## src/rtl/dmux_router.sv

```systemverilog
// One-deep registered demultiplexer: routes each input word to the holding slot of channel in_sel.
// Build option DMUX_ROUTER_BCAST_EN: out-of-range selects broadcast to every slot instead of being dropped.
module dmux_router #(
  parameter  int WIDTH    = 8,
  parameter  int CHANNELS = 4,
  localparam int SELW     = $clog2(CHANNELS) + 1
) (
  input  logic                      clk,
  input  logic                      rst_n,
  input  logic                      in_valid,
  output logic                      in_ready,
  input  logic [WIDTH-1:0]          in_data,
  input  logic [SELW-1:0]           in_sel,
  output logic [CHANNELS-1:0]       out_valid,
  input  logic [CHANNELS-1:0]       out_ready,
  output logic [CHANNELS*WIDTH-1:0] out_data,
  output logic [7:0]                drop_cnt
);

`ifdef DMUX_ROUTER_BCAST_EN
  localparam logic BCAST_C = 1'b1;
`else
  localparam logic BCAST_C = 1'b0;
`endif

  logic [CHANNELS-1:0]       full_r;
  logic [CHANNELS*WIDTH-1:0] data_r;
  logic [7:0]                drop_r;

  logic [CHANNELS-1:0]       room_s;
  logic [CHANNELS-1:0]       load_s;
  logic [CHANNELS-1:0]       full_nxt_s;
  logic [CHANNELS*WIDTH-1:0] data_nxt_s;
  logic [7:0]                drop_nxt_s;
  logic                      in_range_s;
  logic                      sel_room_s;
  logic                      oor_room_s;
  logic                      ready_s;
  logic                      accept_s;

  // Acceptance: a slot has room when it is empty or drains this cycle; in_valid is never consulted.
  always_comb begin
    room_s     = ~full_r | out_ready;
    in_range_s = (in_sel < SELW'(CHANNELS));
    sel_room_s = 1'b0;
    for (int i = 0; i < CHANNELS; i++) begin
      sel_room_s = (in_sel == SELW'(i)) ? room_s[i] : sel_room_s;
    end
    oor_room_s = BCAST_C ? (&room_s) : 1'b1;
    ready_s    = rst_n & (in_range_s ? sel_room_s : oor_room_s);
    accept_s   = in_valid & ready_s;
  end

  // Slot next state: refill wins over drain, and an emptied slot presents zeros.
  always_comb begin
    load_s     = '0;
    full_nxt_s = '0;
    data_nxt_s = '0;
    for (int i = 0; i < CHANNELS; i++) begin
      load_s[i]     = accept_s & (in_range_s ? (in_sel == SELW'(i)) : BCAST_C);
      full_nxt_s[i] = load_s[i] | (full_r[i] & ~out_ready[i]);
      if (load_s[i]) begin
        data_nxt_s[i*WIDTH +: WIDTH] = in_data;
      end else if (full_r[i] & ~out_ready[i]) begin
        data_nxt_s[i*WIDTH +: WIDTH] = data_r[i*WIDTH +: WIDTH];
      end else begin
        data_nxt_s[i*WIDTH +: WIDTH] = {WIDTH{1'b0}};
      end
    end
  end

  // Saturating count of discarded out-of-range words.
  always_comb begin
    if (accept_s & ~in_range_s & ~BCAST_C & (drop_r != 8'hFF)) begin
      drop_nxt_s = drop_r + 8'd1;
    end else begin
      drop_nxt_s = drop_r;
    end
  end

  // State registers, cleared asynchronously.
  always_ff @(posedge clk or negedge rst_n) begin
    if (!rst_n) begin
      full_r <= '0;
      data_r <= '0;
      drop_r <= 8'd0;
    end else begin
      full_r <= full_nxt_s;
      data_r <= data_nxt_s;
      drop_r <= drop_nxt_s;
    end
  end

  assign in_ready  = ready_s;
  assign out_valid = full_r;
  assign out_data  = data_r;
  assign drop_cnt  = drop_r;

endmodule

```

## config.mk

```make
export PLATFORM = sky130hd
export DESIGN_NAME = dmux_router
export DESIGN_NICKNAME = d
export VERILOG_FILES = /design/src/rtl/dmux_router.sv
export SDC_FILE = /design/constraint.sdc
export NUM_CORES = 1
export LEC_CHECK = 0
export ABC_CLOCK_PERIOD_IN_PS = 4100
export BUFFER_PORTS_ARGS = -buffer_cell sky130_fd_sc_hd__buf_4
export CORE_MARGIN = 5
export CORE_UTILIZATION = 45
export CTS_BUF_LIST = sky130_fd_sc_hd__clkbuf_4 sky130_fd_sc_hd__clkbuf_8
export DETAILED_ROUTE_END_ITERATION = 8
export MAX_ROUTING_LAYER = met4
export PLACE_DENSITY = 0.72
export SLEW_MARGIN = 20
export SYNTH_ARGS = -nofsm -noshare
export SYNTH_HDL_FRONTEND = slang
export SYNTH_SLANG_ARGS = --single-unit
```

## constraint.sdc

```tcl
create_clock -name clk -period 4.1 [get_ports clk]
set_input_delay 0.615 -clock clk [delete_from_list [all_inputs] [get_ports clk]]
set_output_delay 0.615 -clock clk [all_outputs]
set_load 0.02 [all_outputs]
```

==> results of run 1 <==
==> synth_stat cells (3+ instances only) <==
| cell | count |
|---|---|
| a21oi_1 | 3 |
| buf_1 | 4 |
| buf_4 | 3 |
| dfrtp_1 | 44 |
| mux2_2 | 3 |
| nand2_1 | 71 |
| nand2b_1 | 4 |
| nand3_1 | 4 |
| nand4_1 | 5 |
| nor2_1 | 4 |
| o21ai_0 | 32 |
==> worst paths after layout <==
kind / to
max in group asynchronous: drop_cnt[2]
min reg2reg: out_data[18]
max reg2reg: drop_cnt[1]
max: in_ready
min: out_data[26]
min in group clk: out_data[18]
==> state kept, by name, indices dropped and copies added, names as in the netlist <==
register / cells
drop_cnt: 8
out_data: 32
out_valid: 4
==> through the flow <==
stage | hold WS [ns] | instances | setup WS (ns) | area, um^2 | util [%]
detailed placement | 0.472 | 307 | 1.66 | 2410 | 59.0
global placement | 0.463 | 307 | 1.68 | 2410 | 59.0
CTS | 0.342 | 315 | 1.66 | 2510 | 61.4
floorplan | 0.319 | 203 | 2.00 | 1930 | -
finish | 0.328 | 315 | 1.65 | 2510 | 61.4
global route | 0.369 | 315 | 1.58 | 2510 | 61.4
==> layout by cell type, fill, tap and decap left out, types with 4 or more instances in the layout <==
master,Yosys,routed
nand4_1,5,5
nand2_1,71,71
dfrtp_1,44,44
buf_4,3,62
clkbuf_8,0,6
nor2_1,4,4
nand3_1,4,4
o21ai_0,32,32
nand2b_1,4,4
==> layout make-up <==
cell class	instances	area [um^2]	area share, %
well taps	50	62.6	2.49
clock buffers	8	97.6	3.89
flip-flops and latches	44	1100	43.9
repair buffers	62	465	18.6
inverters	1	3.75	0.150
multi-input cells	150	778	31.0
==> power by group through the flow <==
stage	logic [mW]	clock network, mW	registers [mW]
2_1_floorplan	0.0681	0	0.545
3_3_place_gp	0.192	0	0.517
3_5_place_dp	0.196	0	0.517
4_1_cts	0.197	0.295	0.509
5_1_grt	0.216	0.311	0.517
6_report	0.193	0.288	0.510
==> per-layer routing <==
metal	vias up	wire length, um	global-route usage, %
li1	805	-	-
met1	768	2110	23.9
met2	52	2070	26.7
met3	5	376	5.41
met4	0	49	4.27
met5	-	0	-
==> critical path, cell delays in order <==
cell     delay [ns]
buf_4          0.11
nor2b_1        0.47
a21oi_1        0.14
o311a_1        0.33
buf_4          0.17
==> cell families (layout without fill, tap and decap cells) <==
group           count (synthesis)  in the layout
flops                          44             44
xor+xnor                        1              1
compound gates                 40             40
simple gates                  102            102
mux                             6              6
fa+ha+maj                       1              1
buf+inv                         9             71
==> out/results.ini, run 1 <==
[pwr]
swShare_pct=29.3
internal-power_mw=0.700
switchingPower_mw=0.290
seqPwrFrac_pct=51.5
cellPowerDensity_mw_per_mm2=395
total_power_mw=0.990
p_leak_nw=1.34
pwr-share-comb_pct=19.5
peakVddDrop_mv=0.298
power_frac_clock_pct=29.0

[placement]
place_hpwl_um=3310
place.gp.congestion=0.823
port_buffers=62

[finish]
final_nets=283
fillers=373
diodes=0
drive_above_1_share_pct=29.1
areaGrowthSynthToFinish_pct=29.9

[worst_setup_path]
crit_start=out_ready[2]
r2r-start=drop_cnt[0]
worst-path-max-fanout=9
ff2ff_setup_slack_ns=2.49
crit_path_end_kind=primary output
worstSetupPathType=in -> out
startpoint_type=primary input
cp.required_ns=3.48
crit_arrival_ns=1.83
ff2ff_path_depth=4

[global_routing]
grt_overflow=0
grt_max_degree=51
grt_pass1_wl_um=7450
grt_usage_pct=17.8
first_global_vias=1554
antenna_found_initial=0

[min_path]
worst_hold_path_type=in -> async

[floorplan]
initial_utilization_pct=47.3
dieArea_mm2=0.00570
die_h_um=75.5
rows=23
fp.dieW_um=75.5
core_area_mm2=0.00409
io-pin-count=63

[timing]
setup_tns_ns=0
rsz0062_at_grt=false
worst_pin_slew_ns=0.603
relSlewSlack_pct=59.7
fmax_mhz=408
drv_slew=0
finClkSkew_ns=0.00729
fin_crit_sh_pct=59.7
hold_violations=0
setup_violations=0
fin_crit_ns=2.45

[logic_synthesis]
synthSimpleGateAreaFrac_pct=24.5
synthArstFlopShare_pct=100
netlist_area_mm2=0.00193
yosysTopAreaCell=dfrtp_1
seq_area_frac_synth_pct=57.0
ys_warn_count=0
synthFlopType=dfrtp_1
synthAdderAreaFrac_pct=0.648
synth_nets=222
synth-edff-count=0
yosysUniqueCellTypes=32
synth_xor_area_share_pct=0.453
yosys.area.top_type_share_pct=57.0
synth_compound_area_share_pct=11.3
syn_area_per_cell_um2=9.52
yosys-top-cells-area=dfrtp_1 57%, nand2_1 14%, o21ai_0 8.3%, mux2_2 1.7%, nand4_1 1.6%
yosys-mux-area-fraction_pct=3.37
postSynthCellCount=203
synth_top_family_by_area=simple AND/OR/NAND/NOR gates
synth_seq_cells=44

[drt]
drt_iter0_drc=72
viasPerCell=5.17
vias=1630
drc=0
firstDrtPassIters=4
wl_um=4610
ant_nets=0
wl_per_cell_um=14.6

[clock_tree]
clk_pin_slew_ns=0.08
cts_tree=yes
cts_max_level=2
clockRootBuffer=clkbuf_8
ctsResizeCount=0
cts_max_path_buffers=2
ctsHoldBuffers=0
cts_made_buffers=5
clk_latency_ns=0.29
clock_sinks=44
cts_setup_buffers=0

[flow_run]
max-cap-violations=0

[status]
outcome=finished, final reports clean

(Power assumes the default switching activity.)
==> run 2, diff against run 1 <==
- ABC_AREA: not set -> 1
- ABC_CLOCK_PERIOD_IN_PS: 4100 -> 2500
- clock period: 4.1 -> 2.5 ns (I/O delays scaled with it)
==> run 2 against run 1 <==
Against the previous run:
- first-iteration DRC count is 85% higher
- design area is 1.5% higher
- via count is 4.1% higher
- clock power is 58% higher
- largest power group unchanged
- synthesized cell count is 7.4% higher
==> out/results.ini, run 2 <==
[timing]
setup_slack_ns=0.207  ; -1.44 ns
rsz0062_at_grt=false
setup_tns_ns=0  ; unchanged
hold_violations=0  ; unchanged
worst_pin_slew_ns=0.750  ; +0.147 ns
finClkSkew_ns=0.00732  ; +0.0000259 ns
setup_violations=0  ; unchanged
drv_slew=0  ; unchanged
fin_crit_ns=2.29
relSlewSlack_pct=49.8  ; -9.8 points
fmax_mhz=436
fin_crit_sh_pct=91.7

[logic_synthesis]
yosys.area.top_type_share_pct=55.9  ; -1.1 points
yosysTopAreaCell=dfrtp_1
synthFlopType=dfrtp_1
postSynthCellCount=218  ; +7.4%
yosysUniqueCellTypes=21  ; -34%
netlist_area_mm2=0.00197  ; +2.0%
ys_warn_count=0  ; unchanged
seq_area_frac_synth_pct=55.9  ; -1.1 points
synth_most_common_cell=nand2_1
synthArstFlopShare_pct=100  ; unchanged
synth-edff-count=0  ; unchanged
syn_area_per_cell_um2=9.04  ; -5.0%
yosys-top-cells-area=dfrtp_1 56%, nand2_1 16%, nand4_1 10%, nand3_1 2.5%, inv_1 2.1%
synth_seq_cells=44  ; unchanged
synthTopCellsByCount=82 x nand2_1, 44 x dfrtp_1, 33 x nand4_1
synth_nets=237  ; +6.8%

[drt]
drt_iter0_drc=133  ; +85%
wl_per_cell_um=14.8  ; +1.5%
firstDrtPassIters=4  ; unchanged
ant_nets=0  ; unchanged
drc=0  ; unchanged
wl_um=4960  ; +7.6%
viasPerCell=5.08  ; -1.8%
vias=1697  ; +4.1%

[clock_tree]
cts_tree=yes
cts_made_buffers=5  ; unchanged
cts_setup_buffers=0  ; unchanged
ctsResizeCount=0  ; unchanged
clock_sinks=44  ; unchanged
clk_latency_ns=0.30  ; about the same
clockRootBuffer=clkbuf_8
cts_max_level=2  ; unchanged
cts_max_path_buffers=2  ; unchanged
ctsHoldBuffers=0  ; unchanged
clk_pin_slew_ns=0.08  ; about the same

[worst_setup_path]
startpoint_type=register
cp.required_ns=2.12  ; -1.36 ns
crit_path_end_kind=primary output
worstSetupPathType=reg -> out
worst-path-max-fanout=37  ; +28
crit_arrival_ns=1.92  ; +0.09 ns

[placement]
port_buffers=62  ; unchanged
post-place-ws_ns=0.408  ; -1.26 ns
place_hpwl_um=3510  ; +6.1%
place.gp.congestion=0.813  ; -1.2%

[finish]
final_common_cell=nand2_1
areaGrowthSynthToFinish_pct=29.3
most-common-layout-cells=82 x nand2_1, 63 x buf_4, 44 x dfrtp_1, 33 x nand4_1, 11 x inv_1
diodes=0  ; unchanged
largest_reg_flops=32  ; unchanged
final_nets=300  ; +6.0%
drive_above_1_share_pct=30.1  ; +1.1 points

[floorplan]
rows=24  ; +4.3%
dieArea_mm2=0.00580  ; +1.7%
initial_utilization_pct=45.9  ; -1.4 points
fp.dieW_um=76.2  ; +0.87%
die_h_um=76.2  ; +0.87%
core_area_mm2=0.00429  ; +5.1%
io-pin-count=63  ; unchanged

[min_path]
worst_hold_path_type=in -> async

[flow_run]
max-cap-violations=0  ; unchanged

[status]
outcome=finished, final reports clean

[global_routing]
grt_pass1_wl_um=8410  ; +13%
first_global_vias=1766  ; +14%
grt_usage_pct=18.0  ; +0.18 points
antenna_found_initial=0  ; unchanged
grt_overflow=0  ; unchanged
grt_max_degree=46  ; -9.8%

[pwr]
p_leak_nw=1.45  ; +8.2%
cellPowerDensity_mw_per_mm2=612  ; +55%
peakVddDrop_mv=0.252  ; -16%
total_power_mw=1.56  ; +57%

==> run 2: cell types whose count changed in the layout (fill, tap and decap cells not counted), moves of 4 or more <==
cell / before / now
inv_1: 1 / 11
inv_2: 0 / 4
nand2_1: 71 / 82
nand2b_1: 4 / 0
nand3_1: 4 / 10
nand4_1: 5 / 33
nor2_2: 0 / 5
o21ai_0: 32 / 0
==> run 2: worst max-delay path: stages (launching register included) <==
cell,delay (ns)
dfrtp_1,0.38
inv_1,0.08
nor2_2,0.09
o21ai_2,0.16
nor2_2,0.07
nor2_4,0.57
buf_4,0.27
==> run 2: layout make-up <==
class | count | area [um^2]
fill | 409 | 1750
sequential | 44 | 1100
multi-input combinational | 150 | 752
timing repair buffer | 63 | 473
clock buffer | 6 | 82.6
tap | 52 | 65.1
inverter | 17 | 63.8
clock inverter | 2 | 10.0
==> run 2: cell families (layout without fill, tap and decap cells) <==
family / Yosys count / after routing / synth area share (%)
buffers and inverters: 24 / 88 / 5.97
and+or+nand+nor: 138 / 138 / 32.9
xor gates and xnor gates: 7 / 7 / 3.11
adders and majority gates: 1 / 1 / 0.635
DFF: 44 / 44 / 55.9
AOI/OAI and AO/OA: 4 / 4 / 1.52
==> run 2: final timing paths <==
path | startpoint | end | slack (ns) | depth (start not counted)
min in group clk | out_ready[3] | out_valid[3] | 0.27 | 2
max in group asynchronous | rst_n | out_valid[0] | 1.94 | 2
hold / removal | rst_n | out_data[21] | 0.17 | 2
setup reg to reg | out_valid[3] | out_data[21] | 0.75 | 7
hold reg to reg | out_data[5] | out_data[5] | 0.49 | 2
setup / recovery | out_valid[3] | in_ready | 0.21 | 6
==> run 2: metrics by stage <==
stage                     instance area [um^2]  std cells  hold slack, ns  utilization (%)
after CTS                                 2550        334           0.193             59.3
final                                     2550        334           0.172             59.3
after global placement                    2450        326           0.467             57.2
after floorplan                           1970        218          0.0794                -
after detailed placement                  2450        326           0.467             57.2
after global routing                      2550        334           0.223             59.3
==> run 2: where the power goes <==
group / switching (mW) / internal, mW
Sequential: 0.0498 / 0.756
Combinational: 0.181 / 0.118
Clock: 0.233 / 0.221
Total: 0.465 / 1.09
==> run 2: per-layer routing <==
metal  up-vias  wire length, um  GRT usage (%)
met4         0               64           6.12
met3         8              287           4.37
met5         -                0              -
met2        56             2360           26.9
met1       786             2250           24.0
li1        847                -              -
